==> config.mk <==
export PLATFORM = sky130hd
export DESIGN_NAME = branch_unit
export DESIGN_NICKNAME = d
export VERILOG_FILES = /design/src/rtl/branch_unit.sv
export SDC_FILE = /design/constraint.sdc
export NUM_CORES = 1
export LEC_CHECK = 0
export BUFFER_PORTS_ARGS = -buffer_cell sky130_fd_sc_hd__buf_2
export CAP_MARGIN = 20
export CORE_UTILIZATION = 25
export CTS_CLUSTER_DIAMETER = 120
export DETAILED_ROUTE_END_ITERATION = 8
export GPL_TIMING_DRIVEN = 0
export PLACE_DENSITY = 0.58
export SYNTH_ARGS = -nofsm -noshare
export SYNTH_HDL_FRONTEND = slang
export SYNTH_SLANG_ARGS = --single-unit
==> constraint.sdc <==
create_clock -name clk -period 2.3 [get_ports clk]
set_clock_uncertainty 0.1 [all_clocks]
set_input_delay 0.345 -clock clk [delete_from_list [all_inputs] [get_ports clk]]
set_output_delay 0.345 -clock clk [all_outputs]
set_load 0.005 [all_outputs]
==> src/rtl/branch_unit.sv <==
`default_nettype none
// ============================================================================
// Module      : branch_unit
// Description : Execute-stage control-transfer resolver for an RV32I core.
//               Decodes conditional branches from ALU Z/N flags, computes
//               JAL/JALR targets, issues a registered redirect to fetch over
//               a valid/ready handshake, squashes younger slots afterwards
//               and keeps saturating branch statistics.
// Revision    : 1.0 - initial release
// ============================================================================
module branch_unit #(
    parameter int KILL_CYCLES = 2,
    parameter int CNT_W       = 32
) (
    input  logic             clk,
    input  logic             rst,
    input  logic             br_valid,
    output logic             br_ready,
    input  logic [1:0]       br_kind,
    input  logic [2:0]       funct3,
    input  logic             Z,
    input  logic             N,
    input  logic [31:0]      pc,
    input  logic [31:0]      imm,
    input  logic [31:0]      alu_result,
    output logic             redirect_valid,
    input  logic             redirect_ready,
    output logic [31:0]      redirect_pc,
    output logic             squash,
    output logic             link_valid,
    output logic [31:0]      link_addr,
    output logic             misalign,
    output logic             illegal,
    output logic [CNT_W-1:0] branch_cnt,
    output logic [CNT_W-1:0] taken_cnt
);

    // Kill counter needs to hold KILL_CYCLES; keep at least one bit for KILL_CYCLES=0.
    localparam int c_KW = (KILL_CYCLES > 0) ? $clog2(KILL_CYCLES + 1) : 1;

    typedef enum logic [1:0] {
        ST_IDLE     = 2'd0,
        ST_REDIRECT = 2'd1,
        ST_SQUASH   = 2'd2
    } state_t;

    state_t            r_state;
    logic [c_KW-1:0]   r_kill_cnt;
    logic [31:0]       r_redirect_pc;
    logic              r_link_valid;
    logic [31:0]       r_link_addr;
    logic              r_misalign;
    logic              r_illegal;
    logic [CNT_W-1:0]  r_branch_cnt;
    logic [CNT_W-1:0]  r_taken_cnt;

    logic              w_accept;
    logic              w_is_br;
    logic              w_is_jump;
    logic              w_is_jalr;
    logic              w_bad_f3;
    logic              w_illegal;
    logic              w_cond;
    logic              w_br_taken;
    logic              w_taken;
    logic [31:0]       w_target;
    logic              w_target_mis;

    assign w_accept     = br_valid && (r_state == ST_IDLE);
    assign w_is_br      = (br_kind == 2'b00);
    assign w_is_jalr    = (br_kind == 2'b10);
    assign w_is_jump    = (br_kind == 2'b01) || w_is_jalr;
    assign w_bad_f3     = (funct3[2:1] == 2'b01);
    assign w_illegal    = (w_is_br && w_bad_f3) || (br_kind == 2'b11);
    assign w_br_taken   = w_is_br && !w_bad_f3 && w_cond;
    assign w_taken      = w_br_taken || w_is_jump;
    // JALR clears bit 0 of rs1+imm; branches and JAL add the offset to pc.
    assign w_target     = w_is_jalr ? (alu_result & ~32'h1) : (pc + imm);
    assign w_target_mis = w_target[1];

    // Branch condition from the ALU flags; signedness was already chosen upstream.
    always_comb begin
        w_cond = 1'b0;
        case (funct3)
            3'b000:  w_cond = Z;
            3'b001:  w_cond = !Z;
            3'b100:  w_cond = N;
            3'b101:  w_cond = !N;
            3'b110:  w_cond = N;
            3'b111:  w_cond = !N;
            default: w_cond = 1'b0;
        endcase
    end

    // Redirect / squash sequencing.
    always_ff @(posedge clk) begin
        if (rst) begin
            r_state       <= ST_IDLE;
            r_kill_cnt    <= '0;
            r_redirect_pc <= 32'h0;
        end else begin
            case (r_state)
                ST_IDLE: begin
                    if (w_accept && w_taken && !w_target_mis) begin
                        r_state       <= ST_REDIRECT;
                        r_redirect_pc <= w_target;
                    end
                end
                ST_REDIRECT: begin
                    if (redirect_ready) begin
                        if (KILL_CYCLES > 0) begin
                            r_state    <= ST_SQUASH;
                            r_kill_cnt <= c_KW'(KILL_CYCLES);
                        end else begin
                            r_state <= ST_IDLE;
                        end
                    end
                end
                ST_SQUASH: begin
                    if (r_kill_cnt <= c_KW'(1)) begin
                        r_state    <= ST_IDLE;
                        r_kill_cnt <= '0;
                    end else begin
                        r_kill_cnt <= r_kill_cnt - c_KW'(1);
                    end
                end
                default: r_state <= ST_IDLE;
            endcase
        end
    end

    // One-cycle status pulses and the link address for JAL/JALR.
    always_ff @(posedge clk) begin
        if (rst) begin
            r_link_valid <= 1'b0;
            r_link_addr  <= 32'h0;
            r_misalign   <= 1'b0;
            r_illegal    <= 1'b0;
        end else begin
            r_link_valid <= w_accept && w_is_jump;
            r_misalign   <= w_accept && w_taken && w_target_mis;
            r_illegal    <= w_accept && w_illegal;
            if (w_accept && w_is_jump) begin
                r_link_addr <= pc + 32'd4;
            end
        end
    end

    // Saturating statistics for conditional branches.
    always_ff @(posedge clk) begin
        if (rst) begin
            r_branch_cnt <= '0;
            r_taken_cnt  <= '0;
        end else begin
            if (w_accept && w_is_br && !w_bad_f3 && !(&r_branch_cnt)) begin
                r_branch_cnt <= r_branch_cnt + CNT_W'(1);
            end
            if (w_accept && w_br_taken && !(&r_taken_cnt)) begin
                r_taken_cnt <= r_taken_cnt + CNT_W'(1);
            end
        end
    end

    assign br_ready       = (r_state == ST_IDLE);
    assign redirect_valid = (r_state == ST_REDIRECT);
    assign squash         = (r_state == ST_SQUASH);
    assign redirect_pc    = r_redirect_pc;
    assign link_valid     = r_link_valid;
    assign link_addr      = r_link_addr;
    assign misalign       = r_misalign;
    assign illegal        = r_illegal;
    assign branch_cnt     = r_branch_cnt;
    assign taken_cnt      = r_taken_cnt;

endmodule
`default_nettype wire

==> results.txt <==
Status = complete, no violations
First-pass GRT wire length = 46.45 mm
Largest net degree at the start of global routing = 17
Sequential share of power = 37.4%
Worst setup margin = 0.04090 ns
Clock power share = 41.1%
Power Density = 610.2 nW/um^2
Via-to-Cell Ratio = 5.019
Leakage = 4.690 nW
Synth cell types = 70
Clock sink count = 135
Sequential share of the synthesized area = 33.32%
Most frequent cells in the layout = buf_2 (243), dfxtp_1 (123), nor2_1 (113)
Internal Pwr Total = 4.650 mW
XOR/XNOR Fraction of Synth Area = 9.827%
Tcrit/Tclk final = 98.22%
Height of the die = 182.1 um
CP delay by family, top = simple AND/OR/NAND/NOR gates
Synthesized cell area = 8110 um^2
Multi-input combinational cell area = 5544 um^2
Setup WS pre-CTS = -0.6117 ns
FP Rows = 65
Remaining antenna violation count after routing = 0
Final setup vio count = 0
Adder-Cell Fraction of Synth Area = 5.955%
Largest family of logic cells by synthesized area = simple AND/OR/NAND/NOR gates
Worst min path class = in -> reg
VDD IR max = 0.0005195 V
CP startpoint kind = flop
Die area = 33170 um^2
CP endpoint kind = flop
Fraction of registers with async set/reset = 0%
CP max-delay cell = or4_1
Syn nets = 1156
Starting DRT DRC Count = 453
Crit-path cells = nor2_4 > and4_4 > nand2b_4 > a21o_1 > or4_1 > o211ai_1 > nor2_1
Setup TNS = 0 ns
Area grow syn2layout = 35.27%
Post-Syn Instances = 1011
Hold Crit Depth = 3
Root Buffer = clkbuf_16
Vias in the first global route = 8091
Max Buffers Root-to-Sink = 2
RSZ-0062 raised after global routing = yes
# diodes = 0
Share of layout cells above drive strength 1 = 30.79%
Leading cell type in the layout, fill and taps excluded = buf_2
Initial antenna violation count = 0
Worst Path Required = 2.52 ns
Number of hold buffers added after cts = 0
NetSw = 2.044 mW
Worst-path fanout max = 7
DRC viols = 0
Max incr delay on CP = 0.54 ns
Worst Tran Pin Value = 0.9027 ns
Wirelength, routed = 30.55 mm
Cts bufs inserted = 17
Io pins = 241
Fillers = 3344
Combinational Power Share = 21.5%
Worst skew pair latency = 0.43 ns
Finished Core Util = 34.59%
Synth warn = 0
Layout Nets = 1429
Max frequency = 0.4427 GHz
Synth Area in Simple Gates = 25.79%
Minimum clock period = 2.259 ns
Synth Register Bits = 135
Global placement routability congestion = 0.8835
Total track usage = 18.28%
Initial Util = 25.57%
DR pass1 iterations = 5
Slew Limit Fails = 0
Post-synthesis compound-gate area fraction = 20.84%
Dpl hpwl = 23.81 mm
Arr. time, crit path = 2.48 ns
Reg2reg path depth = 7
Core region area = 31720 um^2
Switching Share = 30.54%
Remaining global-route overflow = 0
Critical Path Stages = 7
WL/cell = 17.99 um
Syn Area/Cell = 8.022 um^2
Slew HR = 39.82%
Buf+Inv Stages, Crit Path = 0
Multiplexer share of the synthesized area = 0.7405%
Chip width = 182.1 um
Clock transition at path regs = 0.07 ns
Max-cap violations = 0
Via count = 8523
Post-synth top flop = dfxtp_1
Port Buffers = 239
Seq. cell area = 2720 um^2
Post-synth EDFFs = 0
H-tree depth = 4
Crit path kind = reg -> reg
Final instance area = 10970 um^2
Count of final hold-check violations = 0
Total placed instance area = 9966 um^2
CTS tree = built
==> worst paths after layout <==
check / slack (ns) / endpoint / start
worst min-delay path: 0.08 / redirect_pc[10] / alu_result[10]
worst min register to register: 0.35 / redirect_pc[0] / redirect_pc[0]
worst max-delay path: 0.04 / redirect_pc[22] / r_state[1]
worst max register to register: 0.04 / redirect_pc[22] / r_state[1]
==> state kept, by name, indices dropped and copies added, names as in the netlist <==
register and cells:
illegal 1, misalign 1, r_kill_cnt 2, r_state 2, branch_cnt 32, taken_cnt 32
link_addr 32, link_valid 1, redirect_pc 32
==> area by class of cell <==
cell class	instances	area share (%)
multi-input combinational	807	50.54
sequential	135	24.79
timing repair buffer	255	12.09
tap	402	4.585
clock buffer	20	4.072
buffer	42	1.870
clock inverter	11	1.163
inverter	26	0.8896
==> repair_timing <==
action                     in CTS  in global routing
resized for setup              17                 70
setup buffers                   4                 12
setup endpoints to repair      53                 91
pin swaps                       5                 23
==> power groups by stage <==
stage	Clock, mW	Combinational, mW	Sequential [mW]
after floorplan	0	0.780	2.56
after global placement	0	1.33	2.56
after detailed placement	0	1.34	2.56
after CTS	2.82	1.37	2.51
after global routing	2.90	1.58	2.52
final	2.75	1.44	2.51
==> worst min-delay path: cells and delay by family <==
| kind | cells | cell delay [ns] |
|---|---|---|
| simple gates | 1 | 0.05 |
| buf+inv | 1 | 0.10 |
| compound gates | 1 | 0.07 |
==> metrics by stage <==
| step | hold WS [ns] | cells | power [mW] |
|---|---|---|---|
| CTS | 0.06126 | 1687 | 6.694 |
| finish | 0.07774 | 1698 | 6.694 |
| global placement | 0.3384 | 1652 | 3.890 |
| global route | 0.08234 | 1698 | 6.999 |
| detailed placement | 0.3497 | 1652 | 3.898 |
| floorplan | 0.3406 | 1011 | 3.342 |
==> layer usage <==
layer | GRT usage (%) | wire length (um) | vias up | share of wire (%)
met3 | 3.253 | 1643 | 32 | 5.4
met5 | 0 | 0 | - | 0
met1 | 23.60 | 13660 | 4009 | 45
met4 | 5.109 | 490 | 0 | 1.6
li1 | - | - | 4193 | -
met2 | 31.08 | 14760 | 289 | 48
==> kinds of logic after synthesis <==
family | count (synthesis)
compound gates | 260
xor+xnor | 91
fa+ha+maj | 38
buf+inv | 69
flops | 135
mux | 6
simple gates | 412
==> synthesized netlist by cell type (all sizes together) (10+ instances only) <==
master,count,area (um^2)
nand4,21,156.4
or3,28,175.2
a211oi,34,270.3
and4,14,125.1
and3,26,165.1
a21o,16,120.1
o211ai,10,75.07
nor2,114,435.4
o21ai,58,294.0
xnor2,42,367.9
a21oi,81,409.1
nor3,34,195.2
inv,24,90.09
dfxtp,135,2703
clkbuf,31,116.4
xor2,49,429.2
ha,37,462.9
nand3,46,240.2
nand2,97,369.1
buf,12,71.31
No activity file was read; power rests on OpenSTA's default activity.
